[src/rtl/fb_rect_fill.sv]
// fb_rect_fill: clipped solid-rectangle filler for a linear framebuffer.
// Optional macro FB_CLEAR_ON_RESET_EN zeroes the whole framebuffer after reset.
module fb_rect_fill #(
    parameter int VGA_WIDTH       = 640,
    parameter int VGA_HEIGHT      = 480,
    parameter int VGA_COLOR_DEPTH = 4,
    parameter int BUFFER_WIDTH    = VGA_COLOR_DEPTH * 3
) (
    input  logic                    clk,
    input  logic                    rst_n,
    input  logic                    cmd_valid_i,
    output logic                    cmd_ready_o,
    input  logic [9:0]              cmd_x0_i,
    input  logic [9:0]              cmd_y0_i,
    input  logic [9:0]              cmd_x1_i,
    input  logic [9:0]              cmd_y1_i,
    input  logic [BUFFER_WIDTH-1:0] cmd_color_i,
    output logic                    wr_en_o,
    output logic [18:0]             wr_addr_o,
    output logic [BUFFER_WIDTH-1:0] wr_data_o,
    output logic                    busy_o,
    output logic                    done_o
);

    localparam logic [9:0]  XLIM = 10'(VGA_WIDTH - 1);
    localparam logic [9:0]  YLIM = 10'(VGA_HEIGHT - 1);
    localparam logic [18:0] ROW  = 19'(VGA_WIDTH);

`ifdef FB_CLEAR_ON_RESET_EN
    localparam logic [18:0] NPIX = 19'(VGA_WIDTH * VGA_HEIGHT);
    typedef enum logic [1:0] {IDLE, DRAW, DONE, CLEAR} state_t;
    localparam state_t RST_STATE = CLEAR;
`else
    typedef enum logic [1:0] {IDLE, DRAW, DONE} state_t;
    localparam state_t RST_STATE = IDLE;
`endif

    state_t                  state_q;
    logic [9:0]              x_q, y_q;
    logic [9:0]              xmin_q, xmax_q, ymax_q;
    logic [18:0]             row_q;
    logic                    wr_en_q, done_q;
    logic [18:0]             addr_q;
    logic [BUFFER_WIDTH-1:0] data_q;
`ifdef FB_CLEAR_ON_RESET_EN
    logic [18:0]             clr_q;
`endif

    logic [9:0]  xmin_d, xmax_d, ymin_d, ymax_d, xhi, yhi;
    logic [18:0] base_d;
    logic        empty_d;

    // Normalise corners, clip the far edge and detect fully off-screen commands.
    always_comb begin
        xmin_d  = (cmd_x0_i < cmd_x1_i) ? cmd_x0_i : cmd_x1_i;
        xhi     = (cmd_x0_i < cmd_x1_i) ? cmd_x1_i : cmd_x0_i;
        ymin_d  = (cmd_y0_i < cmd_y1_i) ? cmd_y0_i : cmd_y1_i;
        yhi     = (cmd_y0_i < cmd_y1_i) ? cmd_y1_i : cmd_y0_i;
        xmax_d  = (xhi > XLIM) ? XLIM : xhi;
        ymax_d  = (yhi > YLIM) ? YLIM : yhi;
        empty_d = (xmin_d > XLIM) || (ymin_d > YLIM);
        // Once per command only; the per-pixel path uses adds.
        base_d  = 19'(ymin_d) * ROW;
    end

    // Control FSM with registered write port and done pulse.
    always_ff @(posedge clk) begin
        if (!rst_n) begin
            state_q <= RST_STATE;
            x_q     <= '0;
            y_q     <= '0;
            xmin_q  <= '0;
            xmax_q  <= '0;
            ymax_q  <= '0;
            row_q   <= '0;
            wr_en_q <= 1'b0;
            done_q  <= 1'b0;
            addr_q  <= '0;
            data_q  <= '0;
`ifdef FB_CLEAR_ON_RESET_EN
            clr_q   <= '0;
`endif
        end else begin
            unique case (state_q)
                IDLE: begin
                    wr_en_q <= 1'b0;
                    done_q  <= 1'b0;
                    if (cmd_valid_i) begin
                        xmin_q <= xmin_d;
                        xmax_q <= xmax_d;
                        ymax_q <= ymax_d;
                        data_q <= cmd_color_i;
                        if (empty_d) begin
                            state_q <= DONE;
                            done_q  <= 1'b1;
                        end else begin
                            state_q <= DRAW;
                            wr_en_q <= 1'b1;
                            addr_q  <= base_d + 19'(xmin_d);
                            x_q     <= xmin_d;
                            y_q     <= ymin_d;
                            row_q   <= base_d;
                        end
                    end
                end
                DRAW: begin
                    if (x_q != xmax_q) begin
                        x_q    <= x_q + 10'd1;
                        addr_q <= row_q + 19'(x_q + 10'd1);
                    end else if (y_q != ymax_q) begin
                        x_q    <= xmin_q;
                        y_q    <= y_q + 10'd1;
                        row_q  <= row_q + ROW;
                        addr_q <= row_q + ROW + 19'(xmin_q);
                    end else begin
                        state_q <= DONE;
                        wr_en_q <= 1'b0;
                        done_q  <= 1'b1;
                    end
                end
                DONE: begin
                    state_q <= IDLE;
                    wr_en_q <= 1'b0;
                    done_q  <= 1'b0;
                end
`ifdef FB_CLEAR_ON_RESET_EN
                CLEAR: begin
                    if (clr_q == NPIX) begin
                        state_q <= DONE;
                        wr_en_q <= 1'b0;
                        done_q  <= 1'b1;
                    end else begin
                        wr_en_q <= 1'b1;
                        addr_q  <= clr_q;
                        data_q  <= '0;
                        clr_q   <= clr_q + 19'd1;
                    end
                end
`endif
                default: begin
                    state_q <= IDLE;
                    wr_en_q <= 1'b0;
                    done_q  <= 1'b0;
                end
            endcase
        end
    end

    assign cmd_ready_o = (state_q == IDLE);
    assign busy_o      = (state_q != IDLE);
    assign wr_en_o     = wr_en_q;
    assign wr_addr_o   = addr_q;
    assign wr_data_o   = data_q;
    assign done_o      = done_q;

endmodule

[config.mk]
export PLATFORM = sky130hd
export DESIGN_NAME = fb_rect_fill
export DESIGN_NICKNAME = d
export VERILOG_FILES = /design/src/rtl/fb_rect_fill.sv
export SDC_FILE = /design/constraint.sdc
export NUM_CORES = 1
export LEC_CHECK = 0
export ABC_AREA = 1
export BUFFER_PORTS_ARGS = -buffer_cell sky130_fd_sc_hd__buf_4
export CAP_MARGIN = 20
export CORE_ASPECT_RATIO = 1.4
export CORE_MARGIN = 4
export CORE_UTILIZATION = 54
export DETAILED_ROUTE_END_ITERATION = 12
export PLACE_DENSITY = 0.83
export SLEW_MARGIN = 20
export SYNTH_ARGS = -nofsm -noshare
export SYNTH_HDL_FRONTEND = slang
export SYNTH_SLANG_ARGS = --single-unit
[constraint.sdc]
create_clock -name clk -period 3.46 [get_ports clk]
set_input_delay 0.173 -clock clk [delete_from_list [all_inputs] [get_ports clk]]
set_output_delay 0.173 -clock clk [all_outputs]
set_load 0.02 [all_outputs]
==> metrics.yaml, run 1 <==
die:
  ioPinCount: 90
  die_x_um: 108
  fp-row-count: 51
  start_util_pct: 54.8
  die_y_um: 148
  core_region_area_um2: 13800
  dieArea_um2: 16000
clock_network:
  cts_max_level: 3
  root_buffer: "clkbuf_16"
  cts_tree: "yes"
  clock_latency_ns: 0.36
  cts_sinks: 96
  clockBufferDepth: 2
  path_clk_slew_ns: 0.07
  cts_buffers: 9
worst_hold_path:
  min_path_cells: 3
  hold_path.class: "primary input to flop"
routing:
  routed_wl_um: 21700
  wl_per_cell_um: 14.0
  ant_nets: 0
  drc_errors: 0
  via_count: 8336
  firstDrtPassIters: 6
  drt_iter0_drc: 538
  viasPerCell: 5.39
logic_synthesis:
  synth_warnings: 0
  syn_nets: 1342
  async_flop_share_pct: 0
  ys_seq_elements: 96
  yosysUniqueCellTypes: 43
  synth-main-ff-cell: "dfxtp_1"
  yosys.area_share.simple_pct: 36.5
  netlist_area_um2: 7590
  synth_compound_area_share_pct: 13.7
  synth_top_family_by_area: "simple AND/OR/NAND/NOR gates"
  synthAdderAreaFrac_pct: 7.95
  synth_seq_area_share_pct: 25.3
  synthXorXnorAreaFrac_pct: 5.08
  synthMuxAreaShare_pct: 0.132
  yosys.area.top_type_share_pct: 25.3
  synth_area_leaders: "dfxtp_1 25%, nand2_1 17%, nor2_1 8.3%"
  synthCells: 1240
  syn_avg_cell_area_um2: 6.12
  synth_top_cell_by_area: "dfxtp_1"
  synth_edf_count: 0
grt:
  grt_most_used_layer: "met2"
  use_met2_pct: 46.9
  grt-ovfl-total: 0
  grt_antenna_before_repair: 0
  use_met1_pct: 32.4
  grt_pass1_vias: 7755
  met3_usage_pct: 3.95
  grt_max_degree: 76
  grt_util_all_layers_pct: 27.0
  grt_pass1_wl_um: 35400
placed_design:
  hpwl_um: 16100
  dp.cells: 1526
  postPlaceCellArea_um2: 8720
  place.gp.congestion: 0.938
  pre_cts_slack_ns: -0.199
  portBuffers: 89
final_layout:
  antenna_cells: 0
  drive_above_1_share_pct: 16.1
  final_area_um2: 9150
  register_area_um2: 1920
  fin_nets: 1459
  fillCellCount: 1231
  instances_no_fill: 1547
  area_growth_pct: 20.5
  multi_input_area_um2: 4910
timing:
  timing.final.crit_share_pct: 92.1
  finClkSkew_ns: 0.00836
  hold_viol: 0
  max_clock_freq_ghz: 0.314
  setup_slack_ns: 0.273
  finalSetupViolCount: 0
  maxSlewViolCount: 0
  worstMarginPinSlew_ns: 0.783
  fin_crit_ns: 3.19
  hold_ws_ns: 0.0349
  slew_headroom_pct: 47.8
worst_setup_path:
  setup.worst_path.end_class: "flop"
  worst_path_max_delay_cell: "fa_2"
  arrival_ns: 3.45
  cp_max_fo: 8
  required_ns: 3.72
  crit_chain: "buf_4 -> ha_1 -> a21o_1 -> nor2_4 -> nand3_4 -> nor2_1 -> a21oi_2 -> ha_1 -> ha_1 -> fa_2 -> nand3_1 -> nor3_2 -> nand2_1 -> inv_1 -> nand3_1 -> nor2_1 -> nand2_1 -> nand3_1 -> nand2_1 -> nor2_1 -> nor2_1"
  rrSetupSlack_ns: 0.75
  cp_common_cell: "nor2_1"
  ff2ff_path_depth: 11
  setup.worst_path.start_class: "primary input"
  slowest_delay_ns: 0.55
  critPathKind: "primary input to flop"
power_and_ir_drop:
  power_leakage_nw: 4.77
  ir_drop_uv: 313
  powerDensity_nw_per_um2: 534
  power_mw: 4.88
status:
  status: "complete, no violations"
job:
  maxCapViolCount: 0
==> sequential cells by signal (all words and copies together), names as in the netlist, 9 cells and up <==
signal,count
x_q,9
y_q,10
xmin_q,10
row_q,12
xmax_q,10
wr_data_o,12
ymax_q,10
wr_addr_o,19
==> synthesized netlist by cell type (14+ instances only) <==
library cell and count:
a21oi_1 56, xnor2_1 18, clkbuf_1 24, nor2_1 168, nand3_1 87, nand2_1 338, dfxtp_1 96, ha_1 45
inv_1 153, xor2_1 26, o21ai_0 91, nand4_1 16, buf_2 14
==> stage by stage <==
step                setup TNS, ns  utilization [%]
floorplan                       0                -
global placement           -0.181             63.0
detailed placement         -0.919             63.0
CTS                             0             65.2
global route              -0.0665             66.0
finish                          0             66.0
==> layout by cell type (no fill, tap or decap), types with 4 or more instances in the layout <==
cell type    n
nand3_1     87
o21ai_0     88
nand3_2      4
nand2_2      8
nor2_2       5
o211ai_1    13
xnor2_1     17
a31oi_1      4
nand3b_1     6
or2_2        5
xor2_1      25
inv_2        6
dfxtp_1     96
nand2_1    337
buf_4      153
nor2_1     166
nand4_1     16
inv_1      153
ha_1        43
clkbuf_16    9
o221ai_1    10
a21oi_1     53
nor3_1      11
==> final cells by class <==
cell class	count	area share [%]
Clock buffer	10	2.50
Timing Repair Buffer	155	12.9
Sequential cell	96	21.0
Multi-Input combinational cell	936	53.7
Clock inverter	6	0.835
Inverter	159	6.53
Tap cell	185	2.53
==> report_power, final <==
group	internal, mW	switching, mW	leakage [nW]
clock network	0.574	0.474	0.150
logic	0.946	1.41	3.83
registers	1.29	0.186	0.792
total	2.81	2.07	4.77
==> per-layer routing <==
| metal | up-vias | part of all wire, % |
|---|---|---|
| met4 | 0 | 4.0 |
| met3 | 59 | 5.4 |
| met1 | 3781 | 40 |
| li1 | 4211 | - |
| met2 | 285 | 50 |
| met5 | - | 0 |
==> logic make-up (layout without fill, tap and decap cells) <==
family                   count (synthesis)  after routing
AND/OR/NAND/NOR                        656            657
buffers and inverters                  209            330
XOR/XNOR                                44             44
AO/OA/AOI/OAI                          187            187
multiplexers                             1              1
adder cells (fa/ha/maj)                 47             47
flip-flops                              96             96
==> critical path, delay by kind of cell <==
family / cells / cell delay (ns)
adder cells (fa/ha/maj): 4 / 1.40
AND/OR/NAND/NOR: 13 / 1.39
AO/OA/AOI/OAI: 2 / 0.26
buffers and inverters: 2 / 0.19
==> what timing repair did <==
item / 4_1_cts / 5_1_grt
endpoints found under the hold margin: 0 / 0
hold buffers: 0 / 0
endpoints found under the setup margin: 0 / 7
resized for setup: 0 / 18
buffers inserted: 0 / 4
==> final timing paths <==
kind / from / to
worst max-delay path: cmd_y0_i[9] / wr_addr_o[18]$_SDFFE_PN0P_
worst min-delay path: cmd_color_i[5] / wr_data_o[5]$_SDFFE_PN0P_
worst max register to register: wr_addr_o[0]$_SDFFE_PN0P_ / wr_addr_o[12]$_SDFFE_PN0P_
worst min register to register: ymax_q[9]$_SDFFE_PN0P_ / ymax_q[9]$_SDFFE_PN0P_
Power figures use the tool's default switching activity.
==> run 2, diff against run 1 <==
--- a/config.mk
+++ b/config.mk
@@ -8,10 +8,10 @@
 export ABC_AREA = 1
 export BUFFER_PORTS_ARGS = -buffer_cell sky130_fd_sc_hd__buf_4
 export CAP_MARGIN = 20
-export CORE_ASPECT_RATIO = 1.4
 export CORE_MARGIN = 4
 export CORE_UTILIZATION = 54
 export DETAILED_ROUTE_END_ITERATION = 12
+export GPL_TIMING_DRIVEN = 0
 export PLACE_DENSITY = 0.83
 export SLEW_MARGIN = 20
 export SYNTH_ARGS = -nofsm -noshare
==> metrics.yaml, run 2 (synthesized netlist as in run 1, its figures left out) <==
status:
  status: "complete, no violations"
routing:
  ant_nets: 0
  drc_errors: 0
  drt_iter0_drc: 764
  routed_wl_um: 23100
  via_count: 8394
  firstDrtPassIters: 8
  viasPerCell: 5.45
  wl_per_cell_um: 15.0
final_layout:
  multi_input_area_um2: 5090
  fillCellCount: 1246
  register_area_um2: 1920
  largest_reg_flops: 19
  mostFrequentLayoutCell: "nand2_1"
  final_area_um2: 9230
  finalCoreUtilization_pct: 66.7
  instances_no_fill: 1541
  antenna_cells: 0
  drive_above_1_share_pct: 16.1
  fin_nets: 1458
  area_growth_pct: 21.6
  final_cell_mix: "333 x nand2_1, 163 x nor2_1, 149 x inv_1"
clock_network:
  clock_latency_ns: 0.37
  root_buffer: "clkbuf_16"
  clockBufferDepth: 2
  path_clk_slew_ns: 0.08
  cts_max_level: 3
  cts_tree: "yes"
  cts_sinks: 96
  cts_buffers: 9
die:
  ioPinCount: 90
  dieArea_um2: 16000
  fp-row-count: 43
  die_y_um: 127
  start_util_pct: 54.9
  core_region_area_um2: 13800
  die_x_um: 127
grt:
  grt_antenna_before_repair: 0
  grt-ovfl-total: 0
  grt_pass1_vias: 7789
  grt_max_degree: 21
  grt_util_all_layers_pct: 27.9
  grt_pass1_wl_um: 36900
placed_design:
  hpwl_um: 17500
  place.gp.congestion: 0.981
  pre_cts_slack_ns: -0.738
  dp.cells: 1509
  postPlaceCellArea_um2: 8480
  portBuffers: 89
worst_setup_path:
  critPathKind: "primary input to flop"
  setup.worst_path.start_class: "primary input"
  reg2reg_from: "row_q[7]$_SDFFE_PN0P_"
  setup.worst_path.end_class: "flop"
  rrSetupSlack_ns: 0.80
  rr_endpoint: "wr_addr_o[14]$_SDFFE_PN0P_"
  required_ns: 3.72
  cp_max_fo: 8
  setup.worst_path.start: "cmd_y1_i[3]"
  ff2ff_path_depth: 16
  arrival_ns: 3.60
timing:
  max_clock_freq_ghz: 0.299
  setup_slack_ns: 0.115
  finClkSkew_ns: 0.0122
  hold_viol: 0
  timing.final.crit_share_pct: 96.7
  finalSetupTns_ns: 0
  finalSetupViolCount: 0
  fin_crit_ns: 3.34
  worstMarginPinSlew_ns: 0.657
  maxSlewViolCount: 0
  slew_headroom_pct: 56.0
  hold_ws_ns: 0.0243
worst_hold_path:
  min_path_cells: 3
  min-delay-start: "cmd_color_i[11]"
  hold_path.class: "primary input to flop"
  holdPathEnd: "wr_data_o[11]$_SDFFE_PN0P_"
power_and_ir_drop:
  power_mw: 4.96
  powerDensity_nw_per_um2: 537
  ir_drop_uv: 399
  power_leakage_nw: 4.68
job:
  maxCapViolCount: 0
[run 2: changes by cell type in the layout (fill, tap and decap cells not counted), sizes merged]
cell | before | now
buf | 155 | 130
bufinv | 1 | 0
clkbuf | 10 | 34
clkinvlp | 0 | 1
inv | 162 | 163
nand3 | 94 | 93
[run 2: final cells by class]
class	instances	area share, %
Sequential cell	96	20.8
Buffer	49	2.96
Inverter	159	6.47
Clock buffer	9	2.44
Multi-Input combinational cell	935	55.2
Tap cell	180	2.44
Timing Repair Buffer	106	8.82
Clock inverter	7	0.868
[run 2: how the worst max path moves through the flow]
stage / cells past startpoint / to
after global placement: 23 / wr_addr_o[15]$_SDFFE_PN0P_
final: 23 / wr_addr_o[17]$_SDFFE_PN0P_
after CTS: 23 / wr_addr_o[18]$_SDFFE_PN0P_
after floorplan: 23 / wr_addr_o[18]$_SDFFE_PN0P_
after detailed placement: 23 / wr_addr_o[15]$_SDFFE_PN0P_
after global routing: 27 / wr_addr_o[18]$_SDFFE_PN0P_
[run 2: what timing repair did]
action,in CTS,in global routing
gates resized for setup,14,47
setup buffers,3,13
pin swaps,4,25
endpoints found under the setup margin,5,9
gates cloned,0,1
hold buffers,0,0
[run 2: per-layer routing]
layer	global-route usage [%]	wire (um)	share of wire [%]
met5	0	0	0
met4	10.3	659	2.8
met3	5.94	2160	9.3
met2	44.8	10500	45
met1	37.1	9830	43
[run 2: where the power goes]
group | internal [mW] | switching [mW]
logic | 0.942 | 1.52
registers | 1.29 | 0.177
clock network | 0.516 | 0.513
total | 2.75 | 2.21
[run 2: critical path, cell delays in order]
cell	delay, ns
buf_4	0.12
inv_1	0.08
ha_4	0.20
nand2_1	0.06
nand2_1	0.06
nand2_1	0.06
nand2_1	0.06
nand2_2	0.12
nand3_4	0.16
buf_8	0.19
o21ai_4	0.21
ha_4	0.23
ha_2	0.19
fa_2	0.43
xnor2_4	0.18
nor2_4	0.14
nand4_1	0.19
nor3_2	0.28
nand3_1	0.12
nand3_2	0.10
nand2_1	0.07
nor2_1	0.11
nor2_1	0.05
